--- src/rtl/dmem_pkg.sv ---
// dmem_pkg: shared types for the data-memory arbiter
package dmem_pkg;
  localparam int REG_W = 32;
  typedef enum logic [1:0] {LS_BYTE = 2'b00, LS_HALF = 2'b01, LS_WORD = 2'b10} ls_type_e;
  typedef enum logic {SHARED = 1'b0, B_OWN = 1'b1} arb_state_e;
  typedef struct packed {
    logic             we;
    logic [REG_W-1:0] addr;
    logic [REG_W-1:0] wdata;
    ls_type_e         lstype;
    logic             is_unsigned;
  } mem_req_t;
endpackage

--- src/rtl/dmem_arbiter_if.sv ---
// dmem_arbiter_if: requester A/B and data_memory signals of the arbiter
interface dmem_arbiter_if #(parameter int REG_WIDTH = 32);
  logic                 a_req, a_we, a_unsigned, a_stall, a_rvalid;
  logic [REG_WIDTH-1:0] a_addr, a_wdata, a_rdata;
  logic [1:0]           a_lstype;
  logic                 b_req, b_we, b_lock, b_gnt, b_rvalid;
  logic [REG_WIDTH-1:0] b_addr, b_wdata, b_rdata;
  logic                 mem_read, mem_write, load_unsigned;
  logic [REG_WIDTH-1:0] mem_addr, mem_write_data, mem_read_data;
  logic [1:0]           load_store_type;
  modport slave (
    input  a_req, a_we, a_addr, a_wdata, a_lstype, a_unsigned,
    output a_stall, a_rvalid, a_rdata,
    input  b_req, b_we, b_addr, b_wdata, b_lock,
    output b_gnt, b_rvalid, b_rdata,
    output mem_read, mem_write, mem_addr, mem_write_data, load_store_type, load_unsigned,
    input  mem_read_data
  );
  modport master (
    output a_req, a_we, a_addr, a_wdata, a_lstype, a_unsigned,
    input  a_stall, a_rvalid, a_rdata,
    output b_req, b_we, b_addr, b_wdata, b_lock,
    input  b_gnt, b_rvalid, b_rdata,
    input  mem_read, mem_write, mem_addr, mem_write_data, load_store_type, load_unsigned,
    output mem_read_data
  );
endinterface

--- src/rtl/dmem_starve_counter.sv ---
// dmem_starve_counter: saturating wait counter flagging when port B must win
module dmem_starve_counter #(parameter int LIMIT = 4) (
  input  logic clk,
  input  logic rstn,
  input  logic inc,
  input  logic clr,
  output logic at_limit
);
  localparam int W = $clog2(LIMIT + 1);
  logic [W-1:0] cnt;
  assign at_limit = cnt == W'(LIMIT);
  always_ff @(posedge clk or negedge rstn)
    if (!rstn) cnt <= '0;
    else if (clr) cnt <= '0;
    else if (inc && !at_limit) cnt <= cnt + 1'b1;
endmodule

--- src/rtl/dmem_arbiter.sv ---
// dmem_arbiter: fixed-priority A / lockable B data-memory arbiter; DMEM_ARB_ALIGN_CHECK_EN adds misalign_err
module dmem_arbiter
  import dmem_pkg::*;
#(
  parameter int REG_WIDTH    = REG_W,
  parameter int NUM_MEM_LOCS = 64,
  parameter int STARVE_LIMIT = 4
) (
  input  logic           clk,
  input  logic           rstn,
  dmem_arbiter_if.slave  bus
`ifdef DMEM_ARB_ALIGN_CHECK_EN
  ,
  output logic           misalign_err
`endif
);
  if (REG_WIDTH != REG_W || NUM_MEM_LOCS < 1) begin : g_bad_cfg
    $error("dmem_arbiter: unsupported configuration");
  end
  arb_state_e state;
  logic at_limit, a_win, b_win, act, mis;
  mem_req_t a_fld, b_fld, sel;
  always_comb begin
    a_fld = '{we: bus.a_we, addr: bus.a_addr, wdata: bus.a_wdata,
              lstype: ls_type_e'(bus.a_lstype), is_unsigned: bus.a_unsigned};
    b_fld = '{we: bus.b_we, addr: bus.b_addr, wdata: bus.b_wdata,
              lstype: LS_WORD, is_unsigned: 1'b0};
    b_win = bus.b_req && (state == B_OWN || !bus.a_req || at_limit);
    a_win = bus.a_req && state == SHARED && !b_win;
    act   = a_win || b_win;
    sel   = a_win ? a_fld : b_win ? b_fld : '0;
  end
`ifdef DMEM_ARB_ALIGN_CHECK_EN
  assign mis = act && (sel.lstype == LS_HALF ? sel.addr[0] :
                       sel.lstype == LS_WORD ? |sel.addr[1:0] : 1'b0);
  always_ff @(posedge clk or negedge rstn)
    if (!rstn) misalign_err <= 1'b0;
    else misalign_err <= mis;
`else
  assign mis = 1'b0;
`endif
  assign bus.mem_read        = act && !sel.we && !mis;
  assign bus.mem_write       = act && sel.we && !mis;
  assign bus.mem_addr        = sel.addr;
  assign bus.mem_write_data  = sel.wdata;
  assign bus.load_store_type = sel.lstype;
  assign bus.load_unsigned   = sel.is_unsigned;
  assign bus.a_stall         = bus.a_req && !a_win;
  assign bus.b_gnt           = b_win;
  dmem_starve_counter #(.LIMIT(STARVE_LIMIT)) u_starve (
    .clk      (clk),
    .rstn     (rstn),
    .inc      (bus.b_req && !b_win),
    .clr      (!bus.b_req || b_win),
    .at_limit (at_limit)
  );
  always_ff @(posedge clk or negedge rstn)
    if (!rstn) begin
      state        <= SHARED;
      bus.a_rvalid <= 1'b0;
      bus.b_rvalid <= 1'b0;
      bus.a_rdata  <= '0;
      bus.b_rdata  <= '0;
    end else begin
      state        <= (state == B_OWN || b_win) && bus.b_lock ? B_OWN : SHARED;
      bus.a_rvalid <= a_win && bus.mem_read;
      bus.b_rvalid <= b_win && bus.mem_read;
      if (a_win && bus.mem_read) bus.a_rdata <= bus.mem_read_data;
      if (b_win && bus.mem_read) bus.b_rdata <= bus.mem_read_data;
    end
endmodule

--- src/flat_wrapper.sv ---
// flat-port wrapper written by rule: the top's interface ports become plain ports
module dmem_arbiter_flat import dmem_pkg::*;
#(
  parameter int REG_WIDTH    = REG_W,
  parameter int NUM_MEM_LOCS = 64,
  parameter int STARVE_LIMIT = 4
)
  (clk, rstn, bus_a_req, bus_a_we, bus_a_addr, bus_a_wdata, bus_a_lstype, bus_a_unsigned, bus_a_stall, bus_a_rvalid, bus_a_rdata, bus_b_req, bus_b_we, bus_b_addr, bus_b_wdata, bus_b_lock, bus_b_gnt, bus_b_rvalid, bus_b_rdata, bus_mem_read, bus_mem_write, bus_mem_addr, bus_mem_write_data, bus_load_store_type, bus_load_unsigned, bus_mem_read_data);
  dmem_arbiter_if #(.REG_WIDTH(REG_WIDTH)) bus_i ();
  input  logic clk;
  input  logic rstn;
  input wire logic [$bits(bus_i.a_req)-1:0] bus_a_req;
  input wire logic [$bits(bus_i.a_we)-1:0] bus_a_we;
  input wire logic [$bits(bus_i.a_addr)-1:0] bus_a_addr;
  input wire logic [$bits(bus_i.a_wdata)-1:0] bus_a_wdata;
  input wire logic [$bits(bus_i.a_lstype)-1:0] bus_a_lstype;
  input wire logic [$bits(bus_i.a_unsigned)-1:0] bus_a_unsigned;
  output wire logic [$bits(bus_i.a_stall)-1:0] bus_a_stall;
  output wire logic [$bits(bus_i.a_rvalid)-1:0] bus_a_rvalid;
  output wire logic [$bits(bus_i.a_rdata)-1:0] bus_a_rdata;
  input wire logic [$bits(bus_i.b_req)-1:0] bus_b_req;
  input wire logic [$bits(bus_i.b_we)-1:0] bus_b_we;
  input wire logic [$bits(bus_i.b_addr)-1:0] bus_b_addr;
  input wire logic [$bits(bus_i.b_wdata)-1:0] bus_b_wdata;
  input wire logic [$bits(bus_i.b_lock)-1:0] bus_b_lock;
  output wire logic [$bits(bus_i.b_gnt)-1:0] bus_b_gnt;
  output wire logic [$bits(bus_i.b_rvalid)-1:0] bus_b_rvalid;
  output wire logic [$bits(bus_i.b_rdata)-1:0] bus_b_rdata;
  output wire logic [$bits(bus_i.mem_read)-1:0] bus_mem_read;
  output wire logic [$bits(bus_i.mem_write)-1:0] bus_mem_write;
  output wire logic [$bits(bus_i.mem_addr)-1:0] bus_mem_addr;
  output wire logic [$bits(bus_i.mem_write_data)-1:0] bus_mem_write_data;
  output wire logic [$bits(bus_i.load_store_type)-1:0] bus_load_store_type;
  output wire logic [$bits(bus_i.load_unsigned)-1:0] bus_load_unsigned;
  input wire logic [$bits(bus_i.mem_read_data)-1:0] bus_mem_read_data;
  assign bus_i.a_req = bus_a_req;
  assign bus_i.a_we = bus_a_we;
  assign bus_i.a_addr = bus_a_addr;
  assign bus_i.a_wdata = bus_a_wdata;
  assign bus_i.a_lstype = bus_a_lstype;
  assign bus_i.a_unsigned = bus_a_unsigned;
  assign bus_a_stall = bus_i.a_stall;
  assign bus_a_rvalid = bus_i.a_rvalid;
  assign bus_a_rdata = bus_i.a_rdata;
  assign bus_i.b_req = bus_b_req;
  assign bus_i.b_we = bus_b_we;
  assign bus_i.b_addr = bus_b_addr;
  assign bus_i.b_wdata = bus_b_wdata;
  assign bus_i.b_lock = bus_b_lock;
  assign bus_b_gnt = bus_i.b_gnt;
  assign bus_b_rvalid = bus_i.b_rvalid;
  assign bus_b_rdata = bus_i.b_rdata;
  assign bus_mem_read = bus_i.mem_read;
  assign bus_mem_write = bus_i.mem_write;
  assign bus_mem_addr = bus_i.mem_addr;
  assign bus_mem_write_data = bus_i.mem_write_data;
  assign bus_load_store_type = bus_i.load_store_type;
  assign bus_load_unsigned = bus_i.load_unsigned;
  assign bus_i.mem_read_data = bus_mem_read_data;
  dmem_arbiter #(.REG_WIDTH(REG_WIDTH), .NUM_MEM_LOCS(NUM_MEM_LOCS), .STARVE_LIMIT(STARVE_LIMIT)) u_core (.clk(clk), .rstn(rstn), .bus(bus_i));
endmodule
--- config.mk ---
export PLATFORM = sky130hd
export DESIGN_NAME = dmem_arbiter_flat
export DESIGN_NICKNAME = d
export VERILOG_FILES = /design/src/rtl/dmem_pkg.sv /design/src/rtl/dmem_arbiter_if.sv /design/src/rtl/dmem_starve_counter.sv /design/src/rtl/dmem_arbiter.sv /design/src/flat_wrapper.sv
export SDC_FILE = /design/constraint.sdc
export NUM_CORES = 1
export LEC_CHECK = 0
export CAP_MARGIN = 5
export CORE_AREA = 2 2 120 122
export CTS_BUF_LIST = sky130_fd_sc_hd__clkbuf_4
export DETAILED_ROUTE_END_ITERATION = 10
export DIE_AREA = 0 0 122 124
export PLACE_DENSITY = 0.7
export SETUP_SLACK_MARGIN = 0.5
export SLEW_MARGIN = 25
export SYNTH_ARGS = -nofsm -noshare
export SYNTH_HDL_FRONTEND = slang
export SYNTH_SLANG_ARGS = --single-unit
--- constraint.sdc ---
create_clock -name clk -period 1.9 [get_ports clk]
set_input_delay 0.38 -clock clk [delete_from_list [all_inputs] [get_ports clk]]
set_output_delay 0.38 -clock clk [all_outputs]
set_load 0.05 [all_outputs]
* Word-level counts from Yosys, hierarchy flattened *
Cells that the tools add are included.

storage, ports and cells
  register bits after elaboration = 70
  bits of input ports = 170
  output and inout port bits = 137
  word-level logic and storage cells = 37

operators by class
  bitwise gates (word level) = 1
  equal/unequal tests = 1
  $add $sub $neg = 1
  reduce and logical (&&, ||, !) cells = 23
  multiplexer cells = 5

operators by type and width
  cell                                         count
  two-way mux 68 bit                           2
  logical AND 1 bit                            11
  logical NOT 1 bit                            6
  two-way mux 3 bit                            2
  logical OR 1 bit                             5
  adder 3 x 1 -> 3 bit, second input constant  1
  equality test 3 bit, second input constant   1
  nonzero test 2 bit                           1
  two-way mux 1 bit                            1
  inverter 1 bit                               1

* Logic depth before layout (Yosys ltp) *
Gate-level depths: netlist (run 1).

  depth after elaboration = 10
  gate-level depth with buffers = 7
  mapped depth without buffers = 5

* By module *
A second synthesis (run 1) with hierarchy kept.

second synthesis, totals
  cells, all modules = 250
  area total of the unflattened synthesis = 3,439.5 um2

by module, submodules not included
  module               instances  sequential area each (um2)  area an instance (um2)  cells an instance
  dmem_arbiter         1          1,676.6                     3,241.9                 232
  dmem_starve_counter  1          75.1                        197.7                   18

* Least setup slack after synthesis (run 1) *
OpenSTA, ideal clock, no wires.

  path kind = reg-to-output
  start = reg u_core.u_starve.cnt[0]
  end = out bus_mem_addr[26]
  stages on the path, launching flop included = 7
  required time = 1.520 ns
  data arrival time = 1.806 ns
  buffers on the path = 1
  setup slack = -0.286 ns
  path through = dfrtp_1 inv_1 ha_1 nand2_1 a21boi_2 buf_2 a22o_1

between the ends
  longest elaborated chain between the ends = 6
  elaborated cells between the ends (all ways) = 7
  those cells by class = eq/ne (1); mux (2); reduce/logical (4)

ends and longest elaborated chain
  what                     RTL line                   RTL
  start, declared          dmem_starve_counter.sv:10  logic [W-1:0] cnt;
  start signal, assigned   dmem_starve_counter.sv:15  else if (inc && !at_limit) cnt <= cnt + 1'b1;
  equality test 3 bit (*)  dmem_starve_counter.sv:11  assign at_limit = cnt == W'(LIMIT);
  logical OR 1 bit (*)     dmem_arbiter.sv:28         b_win = bus.b_req && (state == B_OWN || !bus.a_req || at_limit);
  logical AND 1 bit (*)    dmem_arbiter.sv:28
  via bus_b_gnt            flat_wrapper.sv:26         output wire logic [$bits(bus_i.b_gnt)-1:0] bus_b_gnt;
  logical NOT 1 bit        dmem_arbiter.sv:29         a_win = bus.a_req && state == SHARED && !b_win;
  logical AND 1 bit        dmem_arbiter.sv:29
  two-way mux 68 bit (*)   dmem_arbiter.sv:31         sel = a_win ? a_fld : b_win ? b_fld : '0;
  end, declared            flat_wrapper.sv:31         output wire logic [$bits(bus_i.mem_addr)-1:0] bus_mem_addr;

Mark *: on every way through the listed nets, which the timed path passes. The rest lies on a longest branch.

* Worst setup path in the final report (run 1) *
  start = reg u_core.u_starve.cnt[0]
  end = out bus_mem_write_data[19]

between the ends
  longest elaborated chain between the ends = 6
  elaborated cells between the ends (all ways) = 7
  those cells by class = eq/ne (1); mux (2); reduce/logical (4)

ends and longest elaborated chain
  what                     RTL line                   RTL
  equality test 3 bit (*)  dmem_starve_counter.sv:11
  logical OR 1 bit (*)     dmem_arbiter.sv:28
  logical AND 1 bit (*)    dmem_arbiter.sv:28
  logical NOT 1 bit        dmem_arbiter.sv:29
  logical AND 1 bit        dmem_arbiter.sv:29
  two-way mux 68 bit (*)   dmem_arbiter.sv:31
  end, declared            flat_wrapper.sv:32         output wire logic [$bits(bus_i.mem_write_data)-1:0] bus_mem_write_data;

Mark *: on every way between the ends. The rest lies on a longest branch, timed or not.

==> load_flow_metrics.sql, run 1 <==
INSERT INTO impl_metrics (metric_group, metric, value, unit) VALUES
('layout', 'sequential_cell_area', '0.00175', 'mm²'),
('power_and_ir_drop', 'switching_part_of_the_total_power', '40.1', '%'),
('route', 'detail_route.first_pass.iterations', '4', ''),
('critical_path', 'crit_chain', 'inv_2 > ha_4 > nand2_4 > a21boi_4 > buf_4 > buf_6 > buf_12 > a22o_4 > buf_12', ''),
('worst_hold_path', 'hp-class', 'in2reg', ''),
('layout', 'finish.utilization', '71.2', '%'),
('sta', 'final_period_minus_worst_setup_slack', '2.36', 'ns'),
('grt', 'global_route.usage.total', '22.2', '%'),
('grt', 'grt_antenna_before_repair', '2', ''),
('clocking', 'clock_edge_transition_at_the_registers_on_the_reported_setup_and_hold_paths', '0.11', 'ns'),
('route', 'vias', '3879', ''),
('yosys', 'yosys_register_bits', '70', ''),
('layout', 'fillers', '916', ''),
('placed_design', 'hpwlAfterDp', '12600', 'µm'),
('route', 'drtIter0Drc', '137', ''),
('critical_path', 'cp.required', '1.52', 'ns'),
('route', 'postRouteWirelength', '17300', 'µm'),
('clocking', 'clockBufferDepth', '2', ''),
('power_and_ir_drop', 'design_power_total', '0.00772', 'W'),
('critical_path', 'largest_stage_delay_worst_path', '0.41', 'ns'),
('yosys', 'synthesis.nets', '418', ''),
('die', 'floorplan.die_area', '0.0151', 'mm²'),
('critical_path', 'start_kind', 'flip-flop', ''),
('critical_path', 'critical-path-top-delay-family', 'buffers and inverters', ''),
('grt', 'first_global_vias', '4274', ''),
('yosys', 'netlist_instances', '246', ''),
('clocking', 'cts_tree', 'built', ''),
('sta', 'unrepaired_setup_endpoints_after_global_routing', 'yes', ''),
('die', 'die_height', '124', 'µm'),
('sta', 'final_min_period_over_clock_period', '124', '%'),
('clocking', 'tritoncts.num_buffers', '9', ''),
('placed_design', 'numPortBuffers', '306', ''),
('die', 'num_io_pins', '307', ''),
('sta', 'slew-limit-headroom', '69.4', '%'),
('die', 'core_region_area', '0.0137', 'mm²'),
('power_and_ir_drop', 'internal-power', '0.00463', 'W'),
('yosys', 'syn-mean-instance-area', '14.1', 'µm²'),
('route', 'drc', '0', ''),
('power_and_ir_drop', 'clock_power_share', '12.4', '%'),
('route', 'ant_nets', '0', ''),
('layout', 'multi_input_comb_area', '0.00235', 'mm²'),
('route', 'via_count_normalized_by_instance_count', '4.59', ''),
('grt', 'wire_length_of_the_first_global_routing_pass', '24800', 'µm'),
('critical_path', 'critPathBufInv', '5', ''),
('critical_path', 'worst-setup-path-type', 'reg2out', ''),
('sta', 'finalSetupViolations', '104', ''),
('critical_path', 'cp.arrival', '1.98', 'ns'),
('layout', 'num-nets-final', '833', ''),
('yosys', 'synth_cell_types', '26', ''),
('sta', 'timing.final.ws_setup', '-0.464', 'ns'),
('sta', 'achievable-frequency', '423', 'MHz'),
('placed_design', 'routabilityCongestion', '0.874', ''),
('clocking', 'htreeDepth', '3', ''),
('yosys', 'syn-cell-area', '0.00348', 'mm²'),
('critical_path', 'worst_path_most_repeated_cell', 'sky130_fd_sc_hd__buf_12', ''),
('critical_path', 'cp_slowest_cell', 'sky130_fd_sc_hd__dfrtp_1', ''),
('clocking', 'clk_latency', '0.42', 'ns'),
('sta', 'fin_skew', '0.0163', 'ns'),
('status', 'status', 'finished, violations left', ''),
('status', 'violations', 'negative setup slack', ''),
('clocking', 'tritoncts_num_sinks', '70', ''),
('route', 'detail_route.wl_per_cell', '20.5', 'µm'),
('power_and_ir_drop', 'power.ir.vdd_worst', '0.321', 'mV'),
('sta', 'number_of_pins_exceeding_their_max_slew_limit_in_the_final_report', '0', ''),
('die', 'start_util', '25.3', '%'),
('sta', 'timing_hold_violations_final', '0', ''),
('run', 'drv.max_cap_violation_count', '0', ''),
('die', 'row_count', '43', ''),
('power_and_ir_drop', 'static-leakage-power', '4.54', 'nW'),
('power_and_ir_drop', 'power_frac_comb', '62.0', '%'),
('layout', 'area_growth_syn_to_layout', '181', '%');
[registers in the layout, indices dropped and copies added (netlist names)]
signal,count
u_core.bus.a_rdata,32
u_core.bus.a_rvalid,1
u_core.bus.b_rdata,32
u_core.bus.b_rvalid,1
u_core.state,1
u_core.u_starve.cnt,3
[what timing repair did]
item / 4_1_cts / 5_1_grt
setup buffers: 38 / 34
hold buffers: 1 / 0
resized for setup: 371 / 13
pin swaps: 34 / 13
gates cloned: 11 / 4
setup endpoints to repair: 203 / 203
endpoints found under the hold margin: 29 / 0
[layout make-up]
| type | instances | area share (%) |
|---|---|---|
| multi-input cells | 151 | 24.0 |
| clock inverters | 6 | 0.627 |
| inverters | 4 | 0.154 |
| repair buffers | 425 | 54.2 |
| well taps | 180 | 2.31 |
| flip-flops and latches | 70 | 17.9 |
| clock buffers | 10 | 0.768 |
[stage by stage]
step	hold WS, ns	TNS, ns	std cells	setup slack [ns]	instance area [µm²]
2_1_floorplan	0.0844	0	246	0.110	4260
3_3_place_gp	0.439	-41.92	742	-0.383	8330
3_5_place_dp	0.456	-41.03	742	-0.394	8330
4_1_cts	0.467	-43.49	808	-0.474	9370
5_1_grt	0.478	-52.44	846	-0.579	9770
6_report	0.502	-41.61	846	-0.464	9770
[final timing paths]
path | startpoint | endpoint | slack (ns) | depth (start not counted)
max | u_core.u_starve.cnt[0] | bus_mem_write_data[19] | -0.46 | 9
min | bus_b_lock | u_core.state | 0.50 | 2
max reg2reg | u_core.u_starve.cnt[0] | u_core.bus.b_rdata[7] | -0.35 | 14
min reg2reg | u_core.bus.b_rdata[30] | u_core.bus.b_rdata[30] | 0.55 | 1
max in group asynchronous | rstn | u_core.bus.a_rdata[29] | 0.99 | 3
min in group asynchronous | rstn | u_core.bus.b_rdata[10] | 0.55 | 3
[worst register-to-register path, stage by stage (launching register included)]
cell and delay (ns):
sky130_fd_sc_hd__dfrtp_1 0.41, sky130_fd_sc_hd__inv_2 0.07, sky130_fd_sc_hd__ha_4 0.15, sky130_fd_sc_hd__nand2_4 0.06
sky130_fd_sc_hd__buf_4 0.15, sky130_fd_sc_hd__buf_6 0.11, sky130_fd_sc_hd__buf_6 0.11, sky130_fd_sc_hd__a21oi_4 0.14
sky130_fd_sc_hd__buf_6 0.12, sky130_fd_sc_hd__buf_6 0.08, sky130_fd_sc_hd__buf_6 0.09, sky130_fd_sc_hd__buf_12 0.13
sky130_fd_sc_hd__buf_12 0.11, sky130_fd_sc_hd__buf_16 0.13, sky130_fd_sc_hd__mux2_4 0.30
[metal layers]
metal  track usage, %  wire [µm]
met5                0         26
met4             8.41        444
met3             7.83       1460
met2             38.7       8990
met1             25.0       6430
[cells in the mapped netlist, drive strengths merged]
cell | count | area, µm²
nor2 | 2 | 7.51
mux2 | 64 | 826
a21o | 1 | 7.51
a21oi | 1 | 16.3
a311o | 1 | 10.0
inv | 4 | 15.0
and2b | 1 | 10.0
nand2b | 4 | 32.5
mux2i | 1 | 10.0
nand2 | 1 | 3.75
buf | 17 | 120
and2 | 2 | 12.5
a22o | 65 | 569
dfrtp | 70 | 1750
nand3 | 1 | 5.00
and3 | 1 | 6.26
ha | 2 | 25.0
o21a | 2 | 15.0
clkbuf | 4 | 15.0
a21boi | 1 | 11.3
a31oi | 1 | 6.26
[power groups by stage]
| stage | combinational [W] | sequential (W) | clock, W |
|---|---|---|---|
| 4_1_cts | 0.00453 | 0.00197 | 0.000997 |
| 3_5_place_dp | 0.00412 | 0.00195 | 0 |
| 5_1_grt | 0.00495 | 0.00200 | 0.00108 |
| 6_report | 0.00479 | 0.00197 | 0.000956 |
| 3_3_place_gp | 0.00409 | 0.00194 | 0 |
| 2_1_floorplan | 0.00137 | 0.00290 | 0 |
[logic make-up (layout without fill, tap and decap cells)]
| logic type | count (synthesis) | after routing | synth area share [%] |
|---|---|---|---|
| buffers and inverters | 25 | 445 | 4.32 |
| adder cells (fa/ha/maj) | 2 | 2 | 0.720 |
| AO/OA/AOI/OAI | 72 | 72 | 18.3 |
| AND/OR/NAND/NOR | 12 | 12 | 2.23 |
| flip-flops | 70 | 70 | 50.4 |
| multiplexers | 65 | 65 | 24.0 |
[layout by cell type, fill, tap and decap left out, drive strengths merged, types with 3 or more instances in the layout]
master / Yosys / routed
nand2b: 4 / 4
clkinv: 0 / 3
buf: 17 / 252
a22o: 65 / 65
mux2: 64 / 64
inv: 4 / 5
dfrtp: 70 / 70
clkbuf: 4 / 14
clkdlybuf4s50: 0 / 168
Note: power is estimated with default switching activity, not from simulation.
==> run 2: changes to the inputs <==
HOLD_SLACK_MARGIN = 0.02   (was default)
==> results of run 2 <==
No change in the layout: final DEF, timing and power equal those of run 1.
==> run 3: changes to the inputs <==
==> constraint.sdc (replaced) <==
create_clock -name clk -period 1.9 [get_ports clk]
set_input_delay 0.19 -clock clk [delete_from_list [all_inputs] [get_ports clk]]
set_output_delay 0.19 -clock clk [all_outputs]
set_load 0.1 [all_outputs]
==> load_flow_metrics.sql, run 3 (synthesis gave the netlist of run 1 again) <==
INSERT INTO impl_metrics (metric_group, metric, value, unit) VALUES
('die', 'die_height', '124', 'µm'),
('route', 'via_count_normalized_by_instance_count', '4.63', ''),
('die', 'floorplan.die_area', '0.0151', 'mm²'),
('layout', 'leading_cell_type_in_the_layout_fill_and_taps_excluded', 'sky130_fd_sc_hd__clkdlybuf4s50_1', ''),
('grt', 'grt_util_met1', '20.7', '%'),
('route', 'detail_route.wl_per_cell', '20.6', 'µm'),
('grt', 'wire_length_of_the_first_global_routing_pass', '23100', 'µm'),
('sta', 'final_min_period_over_clock_period', '114', '%'),
('route', 'vias', '3703', ''),
('critical_path', 'start_kind', 'flip-flop', ''),
('status', 'status', 'finished, violations left', ''),
('sta', 'worst_pin_slew', '0.355', 'ns'),
('critical_path', 'cp.arrival', '1.98', 'ns'),
('critical_path', 'worst_path_most_repeated_cell', 'sky130_fd_sc_hd__buf_12', ''),
('sta', 'number_of_pins_exceeding_their_max_slew_limit_in_the_final_report', '0', ''),
('run', 'drv.max_cap_violation_count', '0', ''),
('grt', 'grt_most_used_layer', 'met2', ''),
('power_and_ir_drop', 'power_density', '950', 'mW/mm²'),
('route', 'drc', '0', ''),
('route', 'postRouteWirelength', '16500', 'µm'),
('power_and_ir_drop', 'power.ir.vdd_worst', '0.472', 'mV'),
('placed_design', 'numPortBuffers', '306', ''),
('sta', 'tns', '-18.61', 'ns'),
('critical_path', 'critical-path-top-delay-family', 'buffers and inverters', ''),
('sta', 'timing.final.ws_setup', '-0.267', 'ns'),
('worst_hold_path', 'hp-class', 'in2async', ''),
('critical_path', 'worst-setup-path-type', 'reg2out', ''),
('power_and_ir_drop', 'design_power_total', '0.00877', 'W'),
('route', 'ant_nets', '0', ''),
('route', 'detail_route.first_pass.iterations', '6', ''),
('critical_path', 'cp-end-kind', 'output port', ''),
('sta', 'fin_skew', '0.0133', 'ns'),
('sta', 'final_period_minus_worst_setup_slack', '2.17', 'ns'),
('layout', 'stdcell_area', '0.00923', 'mm²'),
('route', 'drtIter0Drc', '102', ''),
('clocking', 'clk_latency', '0.41', 'ns'),
('grt', 'overflow', '0', ''),
('grt', 'first_global_vias', '3994', ''),
('grt', 'grt_util_met2', '37.5', '%'),
('sta', 'timing.hold.ws', '0.110', 'ns'),
('grt', 'maximum_number_of_pins_on_one_net_before_global_route_repair', '67', ''),
('die', 'core_region_area', '0.0137', 'mm²'),
('placed_design', 'hpwlAfterDp', '12300', 'µm'),
('die', 'num_io_pins', '307', ''),
('layout', 'num-nets-final', '785', ''),
('layout', 'layout-drive-gt1-share', '59.5', '%'),
('sta', 'achievable-frequency', '462', 'MHz'),
('critical_path', 'cp.required', '1.71', 'ns'),
('clocking', 'tritoncts_num_sinks', '70', ''),
('sta', 'timing_hold_violations_final', '0', ''),
('grt', 'grt_util_met3', '7.78', '%'),
('critical_path', 'largest_stage_delay_worst_path', '0.41', 'ns'),
('clocking', 'clock_edge_transition_at_the_registers_on_the_reported_setup_and_hold_paths', '0.12', 'ns'),
('sta', 'finalSetupViolations', '115', ''),
('grt', 'global_route.usage.total', '20.6', '%'),
('clocking', 'clockBufferDepth', '2', ''),
('critical_path', 'crit_path_max_fanout', '7', ''),
('layout', 'area_growth_syn_to_layout', '166', '%'),
('critical_path', 'crit_chain', 'inv_2 > ha_4 > a31oi_4 > buf_12 > buf_12 > clkbuf_16 > a22o_4 > buf_12', ''),
('layout', 'layout_top_registers', 'u_core.bus.a_rdata x32, u_core.bus.b_rdata x32, u_core.u_starve.cnt x3', ''),
('layout', 'fillers', '961', ''),
('grt', 'grt_antenna_before_repair', '1', ''),
('power_and_ir_drop', 'static-leakage-power', '4.26', 'nW'),
('clocking', 'tritoncts.num_buffers', '9', ''),
('critical_path', 'critPathBufInv', '5', ''),
('layout', 'sequential_cell_area', '0.00175', 'mm²'),
('placed_design', 'detailed_place.area', '0.00814', 'mm²'),
('status', 'violations', 'negative setup slack', ''),
('die', 'die_x', '122', 'µm'),
('clocking', 'ctsRootBufferMaster', 'sky130_fd_sc_hd__clkbuf_4', ''),
('layout', 'layout_common_cells', '168 x sky130_fd_sc_hd__clkdlybuf4s50_1, 87 x sky130_fd_sc_hd__buf_12, 81 x sky130_fd_sc_hd__buf_4, 70 x sky130_fd_sc_hd__dfrtp_1, 65 x sky130_fd_sc_hd__a22o_4', ''),
('clocking', 'cts_tree', 'built', ''),
('clocking', 'htreeDepth', '3', ''),
('placed_design', 'routabilityCongestion', '0.770', ''),
('die', 'start_util', '25.3', '%'),
('die', 'row_count', '43', ''),
('layout', 'multi_input_comb_area', '0.00235', 'mm²'),
('sta', 'unrepaired_setup_endpoints_after_global_routing', 'yes', ''),
('sta', 'slew-limit-headroom', '76.3', '%'),
('critical_path', 'cp_slowest_cell', 'sky130_fd_sc_hd__dfrtp_1', '');
-- run 3: cell count changes in the layout (fill, tap and decap cells not counted), moves of 2 or more --
cell,previous run,this run
sky130_fd_sc_hd__buf_6,84,20
sky130_fd_sc_hd__clkbuf_16,4,6
sky130_fd_sc_hd__buf_16,12,9
sky130_fd_sc_hd__buf_4,69,81
sky130_fd_sc_hd__buf_12,82,87
sky130_fd_sc_hd__clkinv_2,3,1
-- run 3: repair_timing --
item | CTS | global route
pin swaps | 2 | 5
resized for setup | 24 | 28
endpoints found under the setup margin | 136 | 136
hold buffers | 1 | 0
endpoints found under the hold margin | 70 | 0
setup buffers | 13 | 28
gates cloned | 8 | 7
-- run 3: worst reg2reg max path, delay by kind of cell (launching register included) --
family / cells / cell delay (ns)
DFF: 1 / 0.41
adders and majority gates: 1 / 0.16
and+or+nand+nor: 1 / 0.07
buffers and inverters: 7 / 0.77
AOI/OAI and AO/OA: 1 / 0.19
muxes: 1 / 0.29
-- run 3: worst paths after layout --
path	startpoint	cells past startpoint	slack (ns)	endpoint
min reg2reg	u_core.bus.b_rdata[25]	1	0.52	u_core.bus.b_rdata[25]
min	rstn	2	0.11	u_core.bus.b_rdata[21]
max in group asynchronous	rstn	3	1.22	u_core.bus.b_rdata[2]
min in group clk	bus_b_lock	2	0.32	u_core.state
max	u_core.u_starve.cnt[1]	8	-0.27	bus_mem_write_data[22]
max reg2reg	u_core.u_starve.cnt[1]	11	-0.09	u_core.bus.b_rdata[8]
-- run 3: final cells by class --
class | count | area share (%)
diodes | 1 | 0.0271
repair buffers | 377 | 51.4
multi-input cells | 151 | 25.5
inverters | 4 | 0.163
clock buffers | 10 | 0.813
clock inverters | 6 | 0.678
well taps | 180 | 2.44
flip-flops and latches | 70 | 19.0
-- run 3: power breakdown --
group	internal [W]	switching (W)	leakage (nW)
sequential	0.00176	0.000171	0.834
clock	0.000411	0.000529	0.0700
combinational	0.00206	0.00383	3.36
-- run 3: metrics by stage --
stage / cells / setup slack [ns] / utilization, %
final: 799 / -0.267 / 67.3
after global routing: 799 / -0.376 / 67.3
after CTS: 763 / -0.333 / 63.6
after detailed placement: 725 / -0.0961 / 59.4
after global placement: 725 / -0.0709 / 59.4
after floorplan: 246 / 0.164 / -
-- run 3: metal layers --
layer  vias to the layer above  share of wire [%]
li1                       1684                  -
met1                      1815                 34
met2                       175                 54
met3                        29                8.8
met4                         0                3.5
met5                         -                  0
